<file path="config.mk">
export PLATFORM = sky130hd
export DESIGN_NAME = muldiv_unit_flat
export DESIGN_NICKNAME = d
export VERILOG_FILES = /design/src/rtl/riscv_pkg.sv /design/src/rtl/muldiv_unit_if.sv /design/src/rtl/muldiv_unit.sv /design/src/flat_wrapper.sv
export SDC_FILE = /design/constraint.sdc
export NUM_CORES = 1
export LEC_CHECK = 0
export CORE_AREA = 2 2 218 273
export DETAILED_ROUTE_END_ITERATION = 6
export DIE_AREA = 0 0 220 275
export SETUP_SLACK_MARGIN = 0.3
export SLEW_MARGIN = 20
export SYNTH_ARGS = -nofsm -noshare
export SYNTH_HDL_FRONTEND = slang
export SYNTH_SLANG_ARGS = --single-unit
</file>
<file path="constraint.sdc">
create_clock -name clk -period 6.8 [get_ports clk]
set_input_delay 1.36 -clock clk [delete_from_list [all_inputs] [get_ports clk]]
set_output_delay 1.36 -clock clk [all_outputs]
set_load 0.05 [all_outputs]
</file>
<file path="src/rtl/riscv_pkg.sv">
// Core-wide shared package (multiply/divide portion).
// Holds the RV32M funct3 encodings used as the MDU operation code, the MDU
// control-state encoding, and small decode helpers shared by the MDU.
package riscv_pkg;

  // funct3 of the RV32M instructions, used directly as the MDU opcode.
  typedef enum logic [2:0] {
    MDU_MUL    = 3'b000,
    MDU_MULH   = 3'b001,
    MDU_MULHSU = 3'b010,
    MDU_MULHU  = 3'b011,
    MDU_DIV    = 3'b100,
    MDU_DIVU   = 3'b101,
    MDU_REM    = 3'b110,
    MDU_REMU   = 3'b111
  } mdu_op_e;

  typedef enum logic [1:0] {
    MDU_IDLE = 2'd0,
    MDU_CALC = 2'd1,
    MDU_DONE = 2'd2
  } mdu_state_e;

  // rs1 is interpreted as signed for MULH, MULHSU, DIV and REM.
  function automatic logic op_signed_a(mdu_op_e op);
    return (op inside {MDU_MULH, MDU_MULHSU, MDU_DIV, MDU_REM});
  endfunction

  // rs2 is interpreted as signed for MULH, DIV and REM.
  function automatic logic op_signed_b(mdu_op_e op);
    return (op inside {MDU_MULH, MDU_DIV, MDU_REM});
  endfunction

  // Bit 2 of funct3 separates the divide group from the multiply group.
  function automatic logic op_is_div(mdu_op_e op);
    return op[2];
  endfunction

endpackage

</file>
<file path="src/rtl/muldiv_unit_if.sv">
// Request/response bundle between the execute stage and the multiply/divide
// unit.
//   start  : request pulse, honoured only while the unit is not busy
//   op     : RV32M funct3
//   a, b   : rs1 / rs2 operands, sampled with start
//   busy   : unit is iterating (core stalls)
//   done   : one-cycle pulse, result valid
//   result : held until the next accepted request completes
// master = requester (core), slave = the unit.
interface muldiv_unit_if #(
  parameter int WIDTH = 32
);
  logic             start;
  logic [2:0]       op;
  logic [WIDTH-1:0] a;
  logic [WIDTH-1:0] b;
  logic             busy;
  logic             done;
  logic [WIDTH-1:0] result;

  modport master (
    output start, op, a, b,
    input  busy, done, result
  );

  modport slave (
    input  start, op, a, b,
    output busy, done, result
  );
endinterface

</file>
<file path="src/rtl/muldiv_unit.sv">
// Iterative RV32M multiply/divide unit.
// One operation per accepted start; WIDTH iterations (one bit per cycle) of a
// shift-add multiply or restoring divide on operand magnitudes, followed by a
// two's-complement sign fixup. Division by zero and signed overflow skip the
// iterations and complete in the cycle after acceptance.
// Ports:
//   clk   : rising-edge clock
//   reset : synchronous, active-high
//   bus   : muldiv_unit_if slave (start/op/a/b in, busy/done/result out)
module muldiv_unit
  import riscv_pkg::*;
#(
  parameter int WIDTH = 32
) (
  input  logic         clk,
  input  logic         reset,
  muldiv_unit_if.slave bus
);

  localparam int                 CNT_W    = $clog2(WIDTH) + 1;
  localparam logic [CNT_W-1:0]   CNT_LAST = CNT_W'(WIDTH - 1);
  localparam logic [WIDTH-1:0]   ALL_ONES = '1;
  localparam logic [WIDTH-1:0]   MIN_NEG  = {1'b1, {(WIDTH-1){1'b0}}};

  mdu_state_e         state_q;
  mdu_op_e            op_q;
  logic               sign_a_q;
  logic               sign_b_q;
  // Multiplicand for multiply, divisor for divide.
  logic [WIDTH-1:0]   opd_q;
  // Multiply: {partial product high, multiplier shifting out}.
  // Divide:   {partial remainder, dividend shifting out / quotient shifting in}.
  logic [2*WIDTH-1:0] acc_q;
  logic [CNT_W-1:0]   cnt_q;
  logic               busy_q;
  logic               done_q;
  logic [WIDTH-1:0]   result_q;

  // Acceptance-side decode of the incoming request.
  mdu_op_e          op_in;
  logic             sign_a_in;
  logic             sign_b_in;
  logic [WIDTH-1:0] mag_a_in;
  logic [WIDTH-1:0] mag_b_in;
  logic             div_zero_in;
  logic             div_ovf_in;
  logic             special_in;
  logic [WIDTH-1:0] special_res;

  always_comb begin
    op_in       = mdu_op_e'(bus.op);
    sign_a_in   = bus.a[WIDTH-1] & op_signed_a(op_in);
    sign_b_in   = bus.b[WIDTH-1] & op_signed_b(op_in);
    mag_a_in    = sign_a_in ? -bus.a : bus.a;
    mag_b_in    = sign_b_in ? -bus.b : bus.b;
    div_zero_in = op_is_div(op_in) && (bus.b == '0);
    // Only the signed divide ops (DIV, REM) can overflow.
    div_ovf_in  = op_is_div(op_in) && op_signed_a(op_in) &&
                  (bus.a == MIN_NEG) && (bus.b == ALL_ONES);
    special_in  = div_zero_in | div_ovf_in;
    // funct3 bit 1 selects remainder within the divide group.
    if (div_zero_in) begin
      special_res = op_in[1] ? bus.a : ALL_ONES;
    end else begin
      special_res = op_in[1] ? '0 : bus.a;
    end
  end

  // One iteration step and the sign-fixed result it would produce.
  logic [WIDTH:0]     mul_sum;
  logic [WIDTH:0]     div_diff;
  logic [2*WIDTH-1:0] acc_step;
  logic [2*WIDTH-1:0] prod_fix;
  logic [WIDTH-1:0]   quo_fix;
  logic [WIDTH-1:0]   rem_fix;
  logic [WIDTH-1:0]   calc_res;

  always_comb begin
    mul_sum  = {1'b0, acc_q[2*WIDTH-1:WIDTH]} + {1'b0, opd_q};
    // Trial subtract of the divisor from the remainder shifted left by one
    // dividend bit; the top bit of the difference is the borrow.
    div_diff = {acc_q[2*WIDTH-1:WIDTH], acc_q[WIDTH-1]} - {1'b0, opd_q};

    if (op_is_div(op_q)) begin
      if (!div_diff[WIDTH]) begin
        acc_step = {div_diff[WIDTH-1:0], acc_q[WIDTH-2:0], 1'b1};
      end else begin
        acc_step = {acc_q[2*WIDTH-2:0], 1'b0};
      end
    end else begin
      if (acc_q[0]) begin
        acc_step = {mul_sum, acc_q[WIDTH-1:1]};
      end else begin
        acc_step = {1'b0, acc_q[2*WIDTH-1:1]};
      end
    end

    prod_fix = (sign_a_q ^ sign_b_q) ? -acc_step : acc_step;
    quo_fix  = (sign_a_q ^ sign_b_q) ? -acc_step[WIDTH-1:0] : acc_step[WIDTH-1:0];
    rem_fix  = sign_a_q ? -acc_step[2*WIDTH-1:WIDTH] : acc_step[2*WIDTH-1:WIDTH];

    if (op_is_div(op_q)) begin
      calc_res = op_q[1] ? rem_fix : quo_fix;
    end else begin
      calc_res = (op_q == MDU_MUL) ? prod_fix[WIDTH-1:0] : prod_fix[2*WIDTH-1:WIDTH];
    end
  end

  always_ff @(posedge clk) begin
    if (reset) begin
      state_q  <= MDU_IDLE;
      op_q     <= MDU_MUL;
      sign_a_q <= 1'b0;
      sign_b_q <= 1'b0;
      opd_q    <= '0;
      acc_q    <= '0;
      cnt_q    <= '0;
      busy_q   <= 1'b0;
      done_q   <= 1'b0;
      result_q <= '0;
    end else begin
      case (state_q)
        MDU_IDLE, MDU_DONE: begin
          done_q <= 1'b0;
          if (bus.start) begin
            op_q     <= op_in;
            sign_a_q <= sign_a_in;
            sign_b_q <= sign_b_in;
            cnt_q    <= '0;
            opd_q    <= op_is_div(op_in) ? mag_b_in : mag_a_in;
            acc_q    <= {{WIDTH{1'b0}}, (op_is_div(op_in) ? mag_a_in : mag_b_in)};
            if (special_in) begin
              state_q  <= MDU_DONE;
              done_q   <= 1'b1;
              result_q <= special_res;
            end else begin
              state_q <= MDU_CALC;
              busy_q  <= 1'b1;
            end
          end else begin
            state_q <= MDU_IDLE;
          end
        end
        MDU_CALC: begin
          acc_q <= acc_step;
          cnt_q <= cnt_q + 1'b1;
          // This edge performs the final iteration: capture its fixed result.
          if (cnt_q == CNT_LAST) begin
            state_q  <= MDU_DONE;
            busy_q   <= 1'b0;
            done_q   <= 1'b1;
            result_q <= calc_res;
          end
        end
        default: begin
          state_q <= MDU_IDLE;
          busy_q  <= 1'b0;
          done_q  <= 1'b0;
        end
      endcase
    end
  end

  assign bus.busy   = busy_q;
  assign bus.done   = done_q;
  assign bus.result = result_q;

endmodule
</file>
<file path="src/flat_wrapper.sv">
// flat-port wrapper written by rule: the top's interface ports become plain ports
module muldiv_unit_flat import riscv_pkg::*;
#(
  parameter int WIDTH = 32
)
  (clk, reset, bus_start, bus_op, bus_a, bus_b, bus_busy, bus_done, bus_result);
  muldiv_unit_if #(.WIDTH(WIDTH)) bus_i ();
  input  logic clk;
  input  logic reset;
  input wire logic [$bits(bus_i.start)-1:0] bus_start;
  input wire logic [$bits(bus_i.op)-1:0] bus_op;
  input wire logic [$bits(bus_i.a)-1:0] bus_a;
  input wire logic [$bits(bus_i.b)-1:0] bus_b;
  output wire logic [$bits(bus_i.busy)-1:0] bus_busy;
  output wire logic [$bits(bus_i.done)-1:0] bus_done;
  output wire logic [$bits(bus_i.result)-1:0] bus_result;
  assign bus_i.start = bus_start;
  assign bus_i.op = bus_op;
  assign bus_i.a = bus_a;
  assign bus_i.b = bus_b;
  assign bus_busy = bus_i.busy;
  assign bus_done = bus_i.done;
  assign bus_result = bus_i.result;
  muldiv_unit #(.WIDTH(WIDTH)) u_core (.clk(clk), .reset(reset), .bus(bus_i));
endmodule
</file>
# --- Word-level counts from Yosys, hierarchy flattened ---
# Cells that the tools add are included.
totals:
  reg_bits: 143
  out_inout_bits: 34
  wordCells: 86
op_classes:
  add_sub_neg: 8
  eq_ne: 13
  mux: 36
  bitwise_logic: 4
  reduce_logical: 15
ops:
  columns: ["operator", "n"]
  rows:
  - ["$mux 32", 15]
  - ["$mux 64", 5]
  - ["$neg 32->32", 4]
  - ["$pmux 64 s2", 1]
  - ["$eq 32x32->1 const B", 2]
  - ["$neg 64->64", 1]
  - ["$pmux 32 s2", 1]
  - ["$add 32x32->33", 1]
  - ["$sub 33x32->33", 1]
  - ["$logic_not 32->1", 1]
  - ["$pmux 6 s2", 1]
  - ["$add 6x1->6 const B", 1]
  - ["$eq 3x3->1 const B", 2]
  - ["$eq 6x5->1 const B", 1]
  - ["$mux 1", 6]
  - ["$mux 2", 3]
  - ["$mux 6", 1]
  - ["$logic_and 1x1->1", 4]
  - ["$ne 2x1->1 const B", 2]
  - ["$ne 2x2->1 const B", 2]
  - ["$pmux 1 s2", 2]
  - ["$pmux 2 s2", 1]
  - ["$reduce_and 2->1", 2]
  - ["$reduce_and 4->1", 1]
  - ["14 further kinds", 15]

# --- Depth between registers and ports, before layout ---
# Gate-level depths: netlist of the first run.
depth:
  word_depth: 9
  depth_mapped: 24

# --- Least setup slack after synthesis of the first run ---
# No wires, ideal clock.
synth_timing:
  path_type: "register -> register"
  from: "reg u_core.acc_q[31]"
  to: "reg u_core.result_q[30] (netlist: u_core.bus.result[30])"
  t_arrival_ns: 4.914
  required_time_ns: 6.686
  path_slack_ns: 1.772
  path_stages_with_launch: 23
  path_buffers: 3
  cell_sequence: "dfxtp_1 -> inv_1 -> ha_1 -> fa_1 -> nand2b_1 -> a21o_1 -> o21a_4 -> o211a_4 -> o21a_1 -> buf_4 -> buf_4 -> buf_2 -> o21ai_0 -> o2111ai_1 -> inv_1 -> ha_1 -> o21ai_0 -> nor3_1 -> nand4_1 -> o41a_1 -> xor2_1 -> a21oi_1 -> a2111oi_0"
synth_via:
  elab_chain_len: 9
synth_rtl:
  columns: ["element", "line_no", "rtl"]
  rows:
  - ["from (decl)", "muldiv_unit.sv:33", "logic [2*WIDTH-1:0] acc_q;"]
  - ["from (signal assigned)", "muldiv_unit.sv:131", "acc_q <= {{WIDTH{1'b0}}, (op_is_div(op_in) ? mag_a_in : mag_b_in)};"]
  - ["from (signal assigned)", "muldiv_unit.sv:145", "acc_q <= acc_step;"]
  - ["$sub 33x32->33", "muldiv_unit.sv:82", "div_diff = {acc_q[2*WIDTH-1:WIDTH], acc_q[WIDTH-1]} - {1'b0, opd_q};"]
  - ["$mux 64", "muldiv_unit.sv:85", "if (!div_diff[WIDTH]) begin"]
  - ["$mux 64 (*)", "muldiv_unit.sv:84", "if (op_is_div(op_q)) begin"]
  - ["$neg 64->64, or another cell as far along", "muldiv_unit.sv:98", "prod_fix = (sign_a_q ^ sign_b_q) ? -acc_step : acc_step;"]
  - ["$mux 64, or another cell as far along", "muldiv_unit.sv:98", null]
  - ["$mux 32, on equally long branches", "muldiv_unit.sv:105, muldiv_unit.sv:103", null]
  - ["$mux 32 (*)", "muldiv_unit.sv:102", "if (op_is_div(op_q)) begin"]
  - ["$mux 32 (*)", "muldiv_unit.sv:148", "if (cnt_q == CNT_LAST) begin"]
  - ["$pmux 32 s2 (*)", "muldiv_unit.sv:122", "case (state_q)"]
  - ["to (signal assigned)", "muldiv_unit.sv:135", "result_q <= special_res;"]
  - ["to (signal assigned)", "muldiv_unit.sv:152", "result_q <= calc_res;"]
  - ["to (decl)", "muldiv_unit.sv:37", "logic [WIDTH-1:0] result_q;"]
# Every way passes the cells marked *; elsewhere a longest branch is shown, timed or not. The select of a mux whose other input is x is not followed.
# A chain may end at the register's enable or synchronous reset.

# --- Final worst setup path of the first run ---
layout_timing:
  from: "reg u_core.acc_q[31]"
  to: "reg u_core.result_q[4] (netlist: u_core.bus.result[4])"
# Same word-level chain as after synthesis.

==> reports/metrics.csv, run 1 <==
stage;metric;value;unit
run_status;run status;finished clean;
layout;layout cells sized above 1;0.06379;
grt;total global routing overflow;0;
worst_setup_path;R2R setup slack;0.72;ns
pwr;pwr dens;198.9;mW/mm2
cts;Clock Path Buffers;2;
timing;FMAX;164.5;MHz
timing;Final TNS setup;0;ns
pwr;VDD IR max;0.0001318;V
synth;top cells by area, synth;dfxtp_1, nor2_1, a21oi_1;
synth;top cell type's share of synthesized area;0.1708;
place;routability cong.;1.017;
floorplan;Die ar.;0.06050;mm2
detailed_routing;TritonRoute pass-1 iters;6;
cts;TritonCTS clock tree;yes;
floorplan;I/O pin cnt;104;
detailed_routing;drt wl/cell;23.70;um
layout;most frequent cells in the layout;nor2_1, nand2_1, a21oi_1, o21ai_0, dfxtp_1;
worst_setup_path;CP arrival;6.44;ns
layout;Nets;2562;
pwr;Leakage;6.890;nW
timing;Final setup viols;0;
timing;max-slew violation count;0;
hold_path;Hold/Removal Path Class;reg2reg;
detailed_routing;Antenna Violating Nets Remaining;0;
timing;unrepaired setup endpoints after global routing;no;
place;number of I/O port buffers;103;
floorplan;Die X;220;um
detailed_routing;Post-Route WL;75530;um
worst_setup_path;Crit. End Element;flip-flop;
cts;TritonCTS Sinks;142;
layout;ANT cells;0;
worst_setup_path;CP Max Fanout;7;
synth;top cell type by total area after synthesis;dfxtp_1;
synth;Post-synth top flop;dfxtp_1;
timing;worst slew pin tran;1.114;ns
detailed_routing;routed vias;19030;
cts;Reg clk slew, reported paths;0.07;ns
timing;Clock Skew;0.01412;ns
synth;library cells used by synthesis;92;
timing;worst hold slack;0.4542;ns
layout;most common cell after layout, fill and taps aside;nor2_1;
synth;#FFs+latches synth;142;
worst_setup_path;crit path launch type;flip-flop;
synth;Post-synth EDFFs;0;
place;dpl hpwl;59970;um
detailed_routing;via-per-instance ratio;5.972;
synth;Mapped Area;0.01664;mm2
worst_setup_path;CP Class;reg2reg;
synth;synthesized netlist cell count;2397;
floorplan;Initial Utilization;0.2871;
floorplan;# rows;99;
synth;Synth Area per Inst;6.942;um2
grt;gr usage total;0.2436;
cts;Num CTS Buffers;17;
timing;Tcrit/Tclk final;0.8938;
grt;vias in the first global route;17540;
timing;minimum clock period;6.078;ns
flow_run;max_cap viols;0;
cts;H-tree Lvls;4;
cts;CTS root buf;clkbuf_16;
synth;Seq/Total Area, Yosys;0.1708;
cts;Setup Buffers After CTS;0;
grt;initial antenna violation count;0;
layout;Layout area overhead;14.53;%
timing;final hold vios;0;
grt;first-pass GRT wire length;111100;um
grt;largest net degree at the start of global routing;83;
floorplan;die span in y;275;um
synth;Yosys warning count;0;
detailed_routing;number of remaining DRC errors;0;
cts;latest clock arrival within the worst-skew pair;0.46;ns
synth;ys async rst share;0;
worst_setup_path;Worst EP required;7.16;ns
timing;Max-slew headroom;0.2473;
detailed_routing;Initial DRC Count;1984;
synth;Net Count, Synth;2539;
floorplan;Core Area;0.05797;mm2
[flip-flops by register name (all words and copies together), names as in the netlist]
register	flops
u_core.cnt_q	6
u_core.bus.result	32
u_core.opd_q	32
u_core.sign_a_q	1
u_core.op_q	3
u_core.state_q	2
u_core.sign_b_q	1
u_core.acc_q	64
u_core.bus.busy	1
[synth_stat cells, types with 16 or more instances]
library cell / instances
and2_1: 16
ha_1: 70
buf_1: 17
nor3_1: 81
o31ai_1: 28
o211ai_1: 33
mux2i_1: 62
clkbuf_1: 129
o21a_1: 22
nor4_1: 33
maj3_1: 29
nand4_1: 31
a211oi_1: 62
nand2_1: 226
a22oi_1: 35
xor2_1: 87
o21ai_0: 147
a31oi_1: 33
nor2b_1: 18
nor2_1: 313
nand2b_1: 19
a221oi_1: 43
nand3_1: 44
a21oi_1: 216
and3_1: 18
inv_1: 67
dfxtp_1: 142
or2_2: 16
or3_1: 34
xnor2_1: 88
a21o_1: 23
[what timing repair did]
item | 4_1_cts | 5_1_grt
resized for setup | 0 | 3
hold buffers | 0 | 0
setup endpoints to repair | 0 | 4
[final cells by class]
type,instances,area [um2]
Tap cell,757,947.2
Fill cell,6370,38910
Multi-Input combinational cell,2028,13010
Inverter,69,259.0
Sequential cell,142,2848
Timing Repair Buffer,162,1466
Clock inverter,6,65.06
Clock buffer,23,467.9
[logic make-up (layout without fill, tap and decap cells)]
| kind of cell | count (synthesis) | after routing | share of synthesized area |
|---|---|---|---|
| buffers and inverters | 227 | 260 | 0.05256 |
| adder cells (fa/ha/maj) | 101 | 101 | 0.07248 |
| AO/OA/AOI/OAI | 781 | 781 | 0.3139 |
| XOR/XNOR | 176 | 176 | 0.09308 |
| multiplexers | 74 | 74 | 0.04541 |
| flip-flops | 142 | 142 | 0.1708 |
| AND/OR/NAND/NOR | 896 | 896 | 0.2517 |
[worst max-delay path, cell delays in order (launching register included)]
cell	delay, ns
dfxtp_1	0.37
inv_1	0.07
ha_1	0.23
fa_1	0.45
nand2b_1	0.22
a21o_1	0.25
o21a_4	0.25
o211a_4	0.28
o21a_1	0.25
mux2i_1	0.16
a21oi_1	0.22
ha_1	0.26
o21ai_0	0.13
or4_1	0.46
nor3_1	0.47
nand3_1	0.18
nor2_1	0.41
inv_1	0.18
o21ai_0	0.23
xnor2_1	0.17
o32ai_1	0.12
a211oi_1	0.28
a21oi_1	0.07
a211oi_1	0.24
[stage by stage]
stage,instances,cell area [um2],total power [W],worst slack (ns),util
after floorplan,2397,16640,0.002167,1.772,-
after global placement,3158,18500,0.002837,0.6983,0.3192
after detailed placement,3158,18500,0.002830,0.7443,0.3192
after CTS,3187,19040,0.003743,0.7309,0.3284
after global routing,3187,19060,0.003940,0.3882,0.3288
final,3187,19060,0.003790,0.7219,0.3288
[final timing paths]
check / from / end / cells past startpoint
worst max-delay path: u_core.acc_q[31] / u_core.bus.result[4] / 23
worst min register to register: u_core.bus.result[25] / u_core.bus.result[25] / 2
worst min-delay path: u_core.bus.result[25] / u_core.bus.result[25] / 2
worst max register to register: u_core.acc_q[31] / u_core.bus.result[4] / 23
[report_power, final]
| group | leakage (nW) | switching [W] | internal, W |
|---|---|---|---|
| Combinational | 5.47 | 0.00128 | 0.000623 |
| Clock | 0.259 | 0.000401 | 0.000516 |
| Sequential | 1.16 | 0.0000795 | 0.000893 |
| Total | 6.89 | 0.00176 | 0.00203 |
[layer usage]
layer / track usage / part of all wire / vias up
li1: - / - / 8948
met1: 0.2780 / 0.38 / 8914
met2: 0.4029 / 0.47 / 929
met3: 0.03814 / 0.067 / 241
met4: 0.1953 / 0.090 / 0
met5: 0 / 0 / -
No activity file was read; power rests on OpenSTA's default activity.
==> run 2, diff against run 1 <==
==> constraint.sdc (replaced) <==
create_clock -name clk -period 6.8 [get_ports clk]
set_input_delay 1.02 -clock clk [delete_from_list [all_inputs] [get_ports clk]]
set_output_delay 1.02 -clock clk [all_outputs]
set_load 0.05 [all_outputs]
==> run 2 against run 1 <==
Critical path depth down 3. Largest power group unchanged. Combinational power about the same. Clock skew is essentially flat.
==> reports/metrics.csv, run 2 (same netlist as run 1, synthesis figures left out) <==
stage;metric;value;unit;change
cts;CTS root buf;clkbuf_16;;
floorplan;I/O pin cnt;104;;unchanged
floorplan;Die X;220;um;unchanged
place;routability cong.;1.041;;+2.4%
cts;Reg clk slew, reported paths;0.07;ns;about the same
layout;Largest register FFs;64;;unchanged
grt;met1 capacity usage during global routing;0.2798;;+0.001879
timing;max-slew violation count;0;;unchanged
layout;most common cell after layout, fill and taps aside;nor2_1;;
timing;Final TNS setup;0;ns;unchanged
pwr;Power Total;0.003873;W;+2.2%
detailed_routing;TritonRoute pass-1 iters;6;;unchanged
detailed_routing;Post-Route WL;75390;um;-0.19%
pwr;Leakage;6.903;nW;+0.18%
cts;Num CTS Buffers;17;;unchanged
floorplan;Initial Utilization;0.2871;;unchanged
pwr;VDD IR max;0.0001348;V;+2.3%
worst_setup_path;CP Max Fanout;27;;+20
grt;first-pass GRT wire length;109800;um;-1.1%
pwr;logic gate share of total power;0.485;;-0.016
floorplan;die span in y;275;um;unchanged
detailed_routing;number of remaining DRC errors;0;;unchanged
worst_setup_path;Worst Reg2Reg Path Length in Cells;20;;-13%
timing;minimum clock period;6.000;ns;-0.07786 ns
timing;Max-slew headroom;0.2128;;-0.03451
grt;total global routing overflow;0;;unchanged
cts;H-tree Lvls;4;;unchanged
worst_setup_path;CP arrival;6.34;ns;-0.10 ns
grt;met3 Usage GRT;0.04223;;+0.004091
cts;TritonCTS clock tree;yes;;
floorplan;Core Area;0.05797;mm2;unchanged
floorplan;Die ar.;0.06050;mm2;unchanged
detailed_routing;routed vias;19000;;-0.19%
timing;Tcrit/Tclk final;0.8824;;-0.01145
grt;largest net degree at the start of global routing;83;;unchanged
cts;Clock Path Buffers;2;;unchanged
worst_setup_path;Crit. End Element;flip-flop;;
run_status;run status;finished clean;;
grt;initial antenna violation count;1;;+1
layout;Multi-input gate area;0.01300;mm2;about the same
layout;Sequential cell area;0.002848;mm2;unchanged
cts;Setup Buffers After CTS;0;;unchanged
place;number of I/O port buffers;103;;unchanged
grt;met2 GRT Util;0.3878;;-0.01514
layout;Nets;2554;;-0.31%
pwr;Clock Power Share;0.262;;+0.020
timing;worst slew pin tran;1.166;ns;+0.05216 ns
worst_setup_path;Worst EP required;7.14;ns;-0.02 ns
detailed_routing;drt wl/cell;23.69;um;about the same
grt;vias in the first global route;17360;;-1.1%
cts;latest clock arrival within the worst-skew pair;0.46;ns;about the same
detailed_routing;via-per-instance ratio;5.970;;about the same
pwr;pwr dens;202.9;mW/mm2;+2.0%
flow_run;max_cap viols;0;;unchanged
timing;unrepaired setup endpoints after global routing;no;;
layout;Fill cells;6347;;-0.36%
hold_path;Min-Delay Path Depth;2;;unchanged
pwr;Seq pwr share;0.253;;-0.004
timing;FMAX;166.7;MHz;+1.3%
layout;ANT cells;0;;unchanged
layout;layout cells sized above 1;0.06268;;-0.001106
layout;most frequent cells in the layout;nor2_1, nand2_1, a21oi_1, o21ai_0, dfxtp_1;;
timing;Final setup viols;0;;unchanged
pwr;P_int;0.002106;W;+3.6%
pwr;sw frac;0.4562;;-0.007555
timing;Clock Skew;0.01414;ns;+0.00001420 ns
grt;gr usage total;0.2416;;-0.001947
grt;busiest layer in global routing;met2;;
detailed_routing;Antenna Violating Nets Remaining;0;;unchanged
layout;Layout area overhead;14.71;%;
worst_setup_path;crit path launch type;flip-flop;;
pwr;sw power;0.001767;W;+0.52%
detailed_routing;Initial DRC Count;2387;;+20%
timing;final hold vios;0;;unchanged
layout;register with the most flip-flops;u_core.acc_q;;
cts;TritonCTS Sinks;142;;unchanged
hold_path;Hold/Removal Path Class;reg2reg;;
place;dpl hpwl;58920;um;-1.8%
worst_setup_path;CP Class;reg2reg;;
floorplan;# rows;99;;unchanged
-- run 2: cell types whose count changed in the layout (fill, tap and decap cells not counted), sizes merged --
cell | before | now
buf | 61 | 53
clkinv | 6 | 11
clkbuf | 23 | 19
bufinv | 1 | 3
clkinvlp | 1 | 0
inv | 67 | 68
-- run 2: worst paths after layout --
check / start / endpoint / slack, ns
hold / removal: u_core.bus.result[20] / u_core.bus.result[20] / 0.46
setup / recovery: u_core.acc_q[31] / u_core.bus.result[30] / 0.80
setup reg to reg: u_core.acc_q[31] / u_core.bus.result[30] / 0.80
hold reg to reg: u_core.bus.result[20] / u_core.bus.result[20] / 0.46
-- run 2: area by class of cell --
class,count,area share
clock inverters,13,0.008521
clock buffers,19,0.02373
well taps,757,0.04962
flip-flops and latches,142,0.1492
inverters,69,0.01357
repair buffers,154,0.07433
multi-input cells,2028,0.6810
-- run 2: repair_timing --
item                       CTS  global route
gates resized for setup      0             1
setup endpoints to repair    0             1
hold buffers                 0             0
-- run 2: metal layers --
metal  wire length (um)  share of wire
met1              29190           0.39
met2              34100           0.45
met3               5104          0.068
met4               6980          0.093
met5                 13        0.00017
-- run 2: power by group through the flow --
stage          clock network, W  logic [W]  registers, W
2_1_floorplan                 0    0.00115       0.00102
3_3_place_gp                  0    0.00182      0.000994
3_5_place_dp                  0    0.00181      0.000994
4_1_cts                 0.00102    0.00182      0.000976
5_1_grt                 0.00105    0.00199      0.000985
6_report                0.00102    0.00188      0.000979
-- run 2: critical path, stage by stage, from the launching register on --
cell and delay [ns]:
dfxtp_1 0.39, inv_1 0.08, ha_1 0.22, fa_1 0.42, nand2b_1 0.22, a21o_1 0.25, o21a_4 0.25, o211a_4 0.28
o21a_1 0.22, buf_4 0.26, o21ai_0 0.13, o2111ai_1 0.28, inv_1 0.22, ha_1 0.29, o21ai_0 0.38, nor3_1 0.54
nand4_1 0.31, o41a_1 0.50, xor2_1 0.14, a21oi_1 0.10, a2111oi_0 0.38
-- run 2: through the flow --
stage                     setup WS (ns)  utilization  hold slack (ns)  cells  instance area, um2
after detailed placement         0.8366       0.3185           0.4525   3150               18460
after floorplan                   1.772            -           0.4486   2397               16640
after global routing             0.4392       0.3293           0.4824   3182               19090
after global placement           0.8649       0.3185           0.4452   3150               18460
final                            0.7997       0.3293           0.4554   3182               19090
after CTS                        0.8529       0.3291           0.4646   3182               19080
==> run 3, diff against run 2 <==
--- a/config.mk
+++ b/config.mk
@@ -5,10 +5,14 @@
 export SDC_FILE = /design/constraint.sdc
 export NUM_CORES = 1
 export LEC_CHECK = 0
+export CELL_PAD_IN_SITES_DETAIL_PLACEMENT = 1
+export CELL_PAD_IN_SITES_GLOBAL_PLACEMENT = 1
 export CORE_AREA = 2 2 218 273
 export DETAILED_ROUTE_END_ITERATION = 6
 export DIE_AREA = 0 0 220 275
+export PLACE_DENSITY_LB_ADDON = 0.1
 export SETUP_SLACK_MARGIN = 0.3
+export SKIP_CTS_REPAIR_TIMING = 1
 export SLEW_MARGIN = 20
 export SYNTH_ARGS = -nofsm -noshare
 export SYNTH_HDL_FRONTEND = slang
==> constraint.sdc (replaced) <==
create_clock -name clk -period 6.5 [get_ports clk]
set_input_delay 0.975 -clock clk [delete_from_list [all_inputs] [get_ports clk]]
set_output_delay 0.975 -clock clk [all_outputs]
set_load 0.05 [all_outputs]
==> run 3 against run 2 <==
Final cell count up 1.1%. Non-clock buffer count up 36. Highest routed layer unchanged. Core utilization up 0.45 points. Clock power up 4%. Flip-flop and latch count unchanged. Global-route usage up 5.6 points. Design area up 1.4%. Die area unchanged. Critical path type unchanged. Hold slack worse by 0.0046 ns. Combinational power up 12%. Maximum frequency down 0.39%.
==> reports/metrics.csv, run 3 (same netlist as run 1, synthesis figures left out) <==
stage;metric;value;unit;change
timing;max-slew violation count;0;;unchanged
cts;H-tree Lvls;4;;unchanged
worst_setup_path;Worst EP required;6.86;ns;-0.28 ns
timing;FMAX;166.0;MHz;-0.39%
cts;TritonCTS clock tree;yes;;
worst_setup_path;CP Class;reg2reg;;
floorplan;die span in y;275;um;unchanged
worst_setup_path;Worst path max stage delay;0.53;ns;about the same
layout;most frequent cells in the layout;nor2_1, nand2_1, a21oi_1, o21ai_0, dfxtp_1;;
grt;total global routing overflow;0;;unchanged
timing;minimum clock period;6.024;ns;+0.02376 ns
timing;worst slew pin tran;1.110;ns;-0.05583 ns
grt;initial antenna violation count;2;;+1
worst_setup_path;Crit. End Element;flip-flop;;
cts;Reg clk slew, reported paths;0.08;ns;about the same
detailed_routing;Initial DRC Count;1123;;-53%
layout;register with the most flip-flops;u_core.acc_q;;
timing;Max-slew headroom;0.2554;;+0.04262
timing;final hold vios;0;;unchanged
timing;Tcrit/Tclk final;0.9268;;+0.04438
detailed_routing;routed vias;19190;;+1.0%
layout;Fill cells;7204;;+14%
pwr;pwr dens;216.7;mW/mm2;+6.8%
layout;Multi-input gate area;0.01302;mm2;+0.16%
worst_setup_path;Max stage delay cell, worst path;o41a_1;;
pwr;Leakage;7.061;nW;+2.3%
layout;layout cells sized above 1;0.07883;;+0.01615
run_status;run status;finished clean;;
place;routability cong.;0.9171;;-12%
hold_path;Hold Path Origin;u_core.bus.result[25];;
timing;Final setup viols;0;;unchanged
flow_run;max_cap viols;0;;unchanged
floorplan;# rows;99;;unchanged
floorplan;Die ar.;0.06050;mm2;unchanged
place;post-place setup slack;-0.03969;ns;-0.8763 ns
worst_setup_path;crit path launch;u_core.acc_q[31];;
pwr;VDD IR max;0.0002074;V;+54%
hold_path;Hold/Removal Path Class;reg2reg;;
floorplan;I/O pin cnt;104;;unchanged
detailed_routing;via-per-instance ratio;5.963;;-0.10%
detailed_routing;TritonRoute pass-1 iters;6;;unchanged
cts;TritonCTS Sinks;142;;unchanged
place;placed cell count;3183;;+1.0%
layout;Nets;2590;;+1.4%
timing;Clock Skew;0.01551;ns;+0.001372 ns
worst_setup_path;crit path launch type;flip-flop;;
timing;unrepaired setup endpoints after global routing;yes;;
timing;final worst slack;0.4760;ns;-0.3238 ns
layout;Sequential cell area;0.002848;mm2;unchanged
layout;most common cell after layout, fill and taps aside;nor2_1;;
cts;Num CTS Buffers;17;;unchanged
worst_setup_path;CP Max Fanout;27;;unchanged
worst_setup_path;crit-path cells;inv_1 > ha_1 > fa_1 > nand2b_1 > a21o_1 > o21a_4 > o211a_4 > o21a_1 > buf_4 > o21ai_0 > o2111ai_1 > inv_1 > ha_1 > o21ai_1 > nor3_2 > nand4_1 > o41a_1 > xor2_1 > a21oi_1 > a2111oi_0;;
cts;Clock Path Buffers;2;;unchanged
layout;design area;0.01935;mm2;+1.4%
layout;Cell Count, Final, Fillers Out;3218;;+1.1%
layout;Largest register FFs;64;;unchanged
worst_setup_path;R2R Path Start;u_core.acc_q[31];;
grt;first-pass GRT wire length;132900;um;+21%
grt;vias in the first global route;19750;;+14%
detailed_routing;Post-Route WL;90240;um;+20%
floorplan;Core Area;0.05797;mm2;unchanged
detailed_routing;Antenna Violating Nets Remaining;0;;unchanged
floorplan;Initial Utilization;0.2871;;unchanged
place;number of I/O port buffers;103;;unchanged
floorplan;Die X;220;um;unchanged
layout;ANT cells;0;;unchanged
cts;latest clock arrival within the worst-skew pair;0.48;ns;+0.02 ns
grt;largest net degree at the start of global routing;83;;unchanged
layout;Layout area overhead;16.26;%;
detailed_routing;number of remaining DRC errors;0;;unchanged
grt;gr usage total;0.2980;;+0.05638
place;Placed Instance Area;0.01870;mm2;+1.3%
place;dpl hpwl;73130;um;+24%
cts;CTS root buf;clkbuf_16;;
worst_setup_path;CP arrival;6.38;ns;+0.04 ns
detailed_routing;drt wl/cell;28.04;um;+18%
==> run 3: changes by cell type in the layout (fill, tap and decap cells not counted), moves of 2 or more <==
cell / change
buf_4: +37
inv_6: +3
nor3_1: -2
nor3_2: +2
==> run 3: cell type report <==
cell class,count,area share
Inverter,69,0.01339
Timing Repair Buffer,190,0.08666
Tap cell,757,0.04896
Multi-Input combinational cell,2028,0.6730
Sequential cell,142,0.1472
Clock buffer,18,0.02270
Clock inverter,14,0.008084
==> run 3: stage by stage <==
step                TNS (ns)    util  power (W)  hold slack, ns
finish                     0  0.3337   0.004193          0.4508
global route               0  0.3337   0.004395          0.5027
CTS                 -0.07474  0.3328   0.004186          0.4591
detailed placement  -0.03969  0.3225   0.003112          0.4481
global placement           0  0.3224   0.003098          0.4499
floorplan                  0       -   0.002267          0.4486
==> run 3: worst paths after layout <==
path	cells past startpoint	to	slack [ns]
max	20	u_core.bus.result[30]	0.48
min	2	u_core.bus.result[25]	0.45
max reg2reg	20	u_core.bus.result[30]	0.48
min reg2reg	2	u_core.bus.result[25]	0.45
==> run 3: power breakdown <==
group          total (W)  internal (W)  switching, W  leakage (nW)
Clock            0.00106      0.000583      0.000479         0.297
Combinational    0.00211      0.000684       0.00143          5.60
Sequential       0.00102      0.000934     0.0000835          1.16
Total            0.00419       0.00220       0.00199          7.06
==> run 3: worst max-delay path: cells and delay by family, from the launching register on <==
family	cells	cell delay [ns]
AO/OA/AOI/OAI	10	2.76
AND/OR/NAND/NOR	3	1.03
adder cells (fa/ha/maj)	3	0.92
buffers and inverters	3	0.59
flip-flops	1	0.39
XOR/XNOR	1	0.19
==> run 3: metal layers <==
| metal | routed length (um) | vias up | global-route usage |
|---|---|---|---|
| li1 | - | 8988 | - |
| met1 | 36270 | 9598 | 0.3417 |
| met2 | 46180 | 443 | 0.5439 |
| met3 | 2657 | 159 | 0.02609 |
| met4 | 5116 | 2 | 0.1588 |
| met5 | 13 | - | 0 |
